$ cat src/rtl/rx_roce_hdr_parse.sv
// RoCEv2 receive header parser: checks Eth/IPv4/UDP fields at fixed offsets, extracts the BTH
// fields and emits one descriptor per accepted frame; rejected frames are counted in drop_cnt.
module rx_roce_hdr_parse #(
  parameter logic [15:0] ROCE_UDP_PORT = 16'd4791,
  parameter int          BYTE_CNT_W    = 14
) (
  input  logic                  clk,
  input  logic                  rst,
  input  logic [63:0]           s_axis_tdata,
  input  logic [7:0]            s_axis_tkeep,
  input  logic                  s_axis_tvalid,
  input  logic                  s_axis_tlast,
  output logic                  s_axis_tready,
  output logic [7:0]            host_IPv4_last,
  input  logic [3:0]            QPn_in,
  output logic                  m_hdr_valid,
  input  logic                  m_hdr_ready,
  output logic [3:0]            m_hdr_QPn,
  output logic [7:0]            m_hdr_opcode,
  output logic [23:0]           m_hdr_dest_qp,
  output logic [23:0]           m_hdr_psn,
  output logic [BYTE_CNT_W-1:0] m_hdr_len,
  output logic [15:0]           drop_cnt,
  output logic [2:0]            state_dbg_o
);

  // Stream handshake: a beat transfers on a rising edge where s_axis_tvalid && s_axis_tready;
  // the descriptor transfers on a rising edge where m_hdr_valid && m_hdr_ready.
  typedef enum logic [2:0] {S_IDLE, S_HDR, S_PAYLOAD, S_DROP, S_OUT} state_t;

  state_t                state_q, state_d;
  logic [2:0]            beat_q;
  logic [BYTE_CNT_W-1:0] byte_q;
  logic [BYTE_CNT_W-1:0] len_q;
  logic                  tready_q;
  logic [7:0]            host_q;
  logic [3:0]            qpn_q;
  logic [7:0]            opcode_q;
  logic [23:0]           dqp_q;
  logic [23:0]           psn_q;
  logic [15:0]           drop_q;
  logic [3:0]            keep_cnt;
  logic                  accept;
  logic                  hdr_fail;
  logic                  drop_inc;

  assign accept = s_axis_tvalid & tready_q;

  always_comb begin
    keep_cnt = 4'd0;
    for (int i = 0; i < 8; i++) keep_cnt = keep_cnt + {3'b000, s_axis_tkeep[i]};
  end

  // Header checks live on beats 1, 2 and 4; the lookup result is valid on beat 4 because
  // host_IPv4_last was registered from byte 29 on beat 3.
  always_comb begin
    hdr_fail = 1'b0;
    case (beat_q)
      3'd1: hdr_fail = ({s_axis_tdata[39:32], s_axis_tdata[47:40]} != 16'h0800) ||
                       (s_axis_tdata[55:48] != 8'h45);
      3'd2: hdr_fail = (s_axis_tdata[63:56] != 8'd17);
      3'd4: hdr_fail = ({s_axis_tdata[39:32], s_axis_tdata[47:40]} != ROCE_UDP_PORT) ||
                       (QPn_in == 4'd0);
      default: hdr_fail = 1'b0;
    endcase
  end

  always_comb begin
    state_d  = state_q;
    drop_inc = 1'b0;
    case (state_q)
      S_IDLE: if (accept) begin
        // A single-beat frame is already complete, so it is counted and discarded here.
        if (s_axis_tlast) drop_inc = 1'b1;
        else              state_d  = S_HDR;
      end
      S_HDR: if (accept) begin
        if (hdr_fail) begin
          if (s_axis_tlast) begin state_d = S_IDLE; drop_inc = 1'b1; end
          else              state_d = S_DROP;
        end else if (s_axis_tlast) begin
          if (beat_q == 3'd6) state_d = S_OUT;
          else begin state_d = S_IDLE; drop_inc = 1'b1; end
        end else if (beat_q == 3'd6) begin
          state_d = S_PAYLOAD;
        end
      end
      S_PAYLOAD: if (accept && s_axis_tlast) state_d = S_OUT;
      S_DROP: if (accept && s_axis_tlast) begin state_d = S_IDLE; drop_inc = 1'b1; end
      S_OUT: if (m_hdr_ready) state_d = S_IDLE;
      default: state_d = S_IDLE;
    endcase
  end

  always_ff @(posedge clk or posedge rst) begin
    if (rst) begin
      state_q  <= S_IDLE;
      beat_q   <= 3'd0;
      byte_q   <= '0;
      len_q    <= '0;
      tready_q <= 1'b0;
      host_q   <= 8'd0;
      qpn_q    <= 4'd0;
      opcode_q <= 8'd0;
      dqp_q    <= 24'd0;
      psn_q    <= 24'd0;
      drop_q   <= 16'd0;
    end else begin
      state_q  <= state_d;
      tready_q <= (state_d != S_OUT);
      if (accept) begin
        if (state_q == S_IDLE) begin
          beat_q <= 3'd1;
          byte_q <= BYTE_CNT_W'(keep_cnt);
        end else begin
          beat_q <= (beat_q == 3'd7) ? 3'd7 : beat_q + 3'd1;
          byte_q <= byte_q + BYTE_CNT_W'(keep_cnt);
        end
      end
      if (state_d == S_OUT && state_q != S_OUT) len_q <= byte_q + BYTE_CNT_W'(keep_cnt);
      if (accept && state_q == S_HDR) begin
        case (beat_q)
          3'd3: host_q <= s_axis_tdata[47:40];
          3'd4: qpn_q  <= QPn_in;
          3'd5: begin
            opcode_q     <= s_axis_tdata[23:16];
            dqp_q[23:16] <= s_axis_tdata[63:56];
          end
          3'd6: begin
            dqp_q[15:0] <= {s_axis_tdata[7:0], s_axis_tdata[15:8]};
            psn_q       <= {s_axis_tdata[31:24], s_axis_tdata[39:32], s_axis_tdata[47:40]};
          end
          default: ;
        endcase
      end
      if (drop_inc && drop_q != 16'hFFFF) drop_q <= drop_q + 16'd1;
    end
  end

  assign s_axis_tready  = tready_q;
  assign host_IPv4_last = host_q;
  assign m_hdr_valid    = (state_q == S_OUT);
  assign m_hdr_QPn      = qpn_q;
  assign m_hdr_opcode   = opcode_q;
  assign m_hdr_dest_qp  = dqp_q;
  assign m_hdr_psn      = psn_q;
  assign m_hdr_len      = len_q;
  assign drop_cnt       = drop_q;
  assign state_dbg_o    = state_q;

endmodule

$ cat config.mk
export PLATFORM = sky130hd
export DESIGN_NAME = rx_roce_hdr_parse
export DESIGN_NICKNAME = d
export VERILOG_FILES = /design/src/rtl/rx_roce_hdr_parse.sv
export SDC_FILE = /design/constraint.sdc
export NUM_CORES = 1
export LEC_CHECK = 0
export CORE_MARGIN = 1.5
export CORE_UTILIZATION = 40
export CTS_CLUSTER_SIZE = 40
export DETAILED_ROUTE_END_ITERATION = 10
export GPL_TIMING_DRIVEN = 0
export PLACE_DENSITY_LB_ADDON = 0.05
export SETUP_SLACK_MARGIN = 0.4
export SLEW_MARGIN = 40
export SYNTH_ARGS = -nofsm -noshare
export SYNTH_HDL_FRONTEND = slang
export SYNTH_SLANG_ARGS = --single-unit
$ cat constraint.sdc
create_clock -name clk -period 5.9 [get_ports clk]
set_input_delay 0.59 -clock clk [delete_from_list [all_inputs] [get_ports clk]]
set_output_delay 0.59 -clock clk [all_outputs]
set_load 0.01 [all_outputs]
==> results.toml <==
[outcome]
status = "completed"

[timing]
grt_setup_unrepaired = "false"
setup_slack_ns = 1.09
setup_viol = 0
clock_skew_ns = 0.00409
tightest_slew_ns = 0.732
max-slew-margin-rel_pct = 50.8
fin_crit_sh_pct = 81.5
hold_viol_final = 0
period_minus_slack_ns = 4.81
max_freq_ghz = 0.208
holdWs_ns = 0.501
slew_violations = 0
setup_tns_ns = 0

[cts]
clock_latency_ns = 0.41
cts_hold_buf = 0
post-cts-setup-buffers = 0
cts.repair.resized = 0
cts_root_buffer = "clkbuf_16"
clk_pin_slew_worst_paths_ns = 0.05
clkSinkCount = 119
cts_max_level = 4
cts_buffer_depth = 2
cts_tree = "done"
cts_buffers = 17

[logic_synthesis]
syn-instance-count = 474
synth_cell_types = 52
synth_enable_flop_cells = 0
synth_flop_cell = "dfrtp_1"
postSynthAreaPerCell_um2 = 12.1
ys_ff_latch = 119
synth_area_um2 = 5760
synthesis.nets = 573
async_flop_share_pct = 100
synth_warnings = 0
ys_seq_area_share_pct = 51.7

[worst_setup_path]
crit_type = "in2reg"
arrival_ns = 5.10
worst_ep_required_time_ns = 6.19
r2r_end = "m_hdr_psn[12]"
reg2reg_depth = 6
crit_fanout = 6
end_kind = "flop"
reg2reg_from = "beat_q[0]"
cp-start-kind = "primary input"
r2r_setup_slack_ns = 3.45

[routing]
drt_iter0_drc = 161
vias = 4455
firstDrtPassIters = 4
routed_wl_um = 14300
detail-route-antenna-nets = 0
drc_errors = 0
wl_per_cell_um = 16.5
via_per_inst = 5.12

[final_layout]
syn_to_final_growth_pct = 46.6
fin_cells = 870
nets = 776
final_area_um2 = 8440
final_cell_mix = "183 x clkdlybuf4s50_1, 119 x dfrtp_1, 74 x mux2_2, 26 x nand2_1, 25 x nor2_1"
finish.utilization_pct = 60.3
final_common_cell = "clkdlybuf4s50_1"
drive_gt1_share_pct = 20.1
diodes = 0

[hold_path]
min_from = "drop_cnt[11]"
hold_end = "drop_cnt[11]"
hold_class = "reg2reg"
holdPathStages = 1

[power_and_ir_drop]
p_sw_mw = 1.23
p_per_area_nw_per_um2 = 460
switching_share_pct = 31.7
p_total_mw = 3.88
p_leak_nw = 3.66
clock_power_share_pct = 26.0
p_int_mw = 2.65
seqPwrFrac_pct = 33.5
peakVddDrop_mv = 0.242
combPwrFrac_pct = 40.5

[global_route]
grt_max_degree = 74
grt_pass1_wl_um = 23100
antenna_found_initial = 0
overflow = 0
met1_usage_pct = 24.6
grt_use_met2_pct = 31.6
use_met3_pct = 8.72
track_usage_pct = 20.1
grt_pass1_vias = 4542
busiest_layer = "met2"

[placement]
pre_cts_ws_ns = 0.628
hpwlAfterDp_um = 10700
dp_cells = 838
place_area_um2 = 7850
place_congestion = 0.807
io_buffer_count = 183

[run]
drv_cap = 0

[die]
die_h_um = 123
dieWidth_um = 123
die-area_um2 = 15100
ios = 184
core_area_um2 = 14000
start_util_pct = 41.2
rows = 43
[cells by family (layout without fill, tap and decap cells)]
family,count (synthesis),after routing,share of synthesized area [%]
AND/OR/NAND/NOR,126,126,12.4
flip-flops,119,119,51.7
multiplexers,86,86,17.3
AO/OA/AOI/OAI,57,57,6.52
buffers and inverters,41,257,3.37
XOR/XNOR,27,27,4.11
adder cells (fa/ha/maj),18,18,4.56
[state kept, by name, summed over array words and instances (netlist names)]
name	flops
s_axis_tready	1
m_hdr_QPn	4
m_hdr_dest_qp	24
m_hdr_psn	24
state_dbg_o	3
byte_q	14
host_IPv4_last	8
drop_cnt	16
beat_q	3
m_hdr_len	14
m_hdr_opcode	8
[worst max path at each step]
| stage | startpoint | endpoint | slack [ns] | depth (start not counted) |
|---|---|---|---|---|
| 6_report | s_axis_tkeep[0] | m_hdr_len[12] | 1.09 | 16 |
| 5_1_grt | s_axis_tkeep[0] | m_hdr_len[12] | 0.76 | 16 |
| 4_1_cts | s_axis_tkeep[0] | m_hdr_len[12] | 1.06 | 16 |
| 3_5_place_dp | s_axis_tkeep[0] | m_hdr_len[12] | 0.63 | 16 |
| 3_3_place_gp | rst | m_hdr_psn[0] | 0.33 | 2 |
| 2_1_floorplan | s_axis_tkeep[0] | byte_q[12] | 1.52 | 14 |
[final cells by class]
type | count | area, um2
buffer | 16 | 100
clock buffer | 20 | 457
clock inverter | 12 | 128
fill | 1140 | 5550
inverter | 25 | 101
multi-input combinational | 314 | 2590
sequential | 119 | 2980
tap | 180 | 225
timing repair buffer | 184 | 1860
[worst max-delay path, stage by stage]
cell,delay [ns]
clkdlybuf4s50_1,0.45
inv_1,0.05
fa_1,0.55
fa_1,0.42
fa_1,0.43
inv_1,0.06
ha_1,0.15
inv_1,0.05
fa_1,0.37
xnor2_1,0.28
ha_1,0.31
nor2b_1,0.14
o21ai_0,0.52
a211oi_1,0.26
xor2_1,0.18
mux2_2,0.28
[cells in the mapped netlist, drive strengths merged, types with 6 or more instances]
cell type	instances	area (um2)
a31oi	7	43.8
nand3	25	138
o21ai	15	75.1
nand2	26	97.6
a21oi	18	101
xor2	7	61.3
dfrtp	119	2980
xnor2	20	175
mux2	83	968
ha	13	163
inv	25	93.8
buf	10	77.6
clkbuf	6	22.5
nand4	10	62.6
nor2	29	124
[power by group through the flow]
stage,registers (mW),clock network (mW),logic (mW)
after floorplan,1.42,0,0.665
after global placement,1.30,0,1.57
after detailed placement,1.31,0,1.59
after CTS,1.30,1.03,1.60
after global routing,1.34,1.07,1.72
final,1.30,1.01,1.57
[layer usage]
metal  vias up  part of all wire [%]
met5         -                     0
li1       2091                     -
met3        17                   8.6
met4         0                   1.3
met1      2207                    40
met2       140                    50
Note: power is estimated with default switching activity, not from simulation.
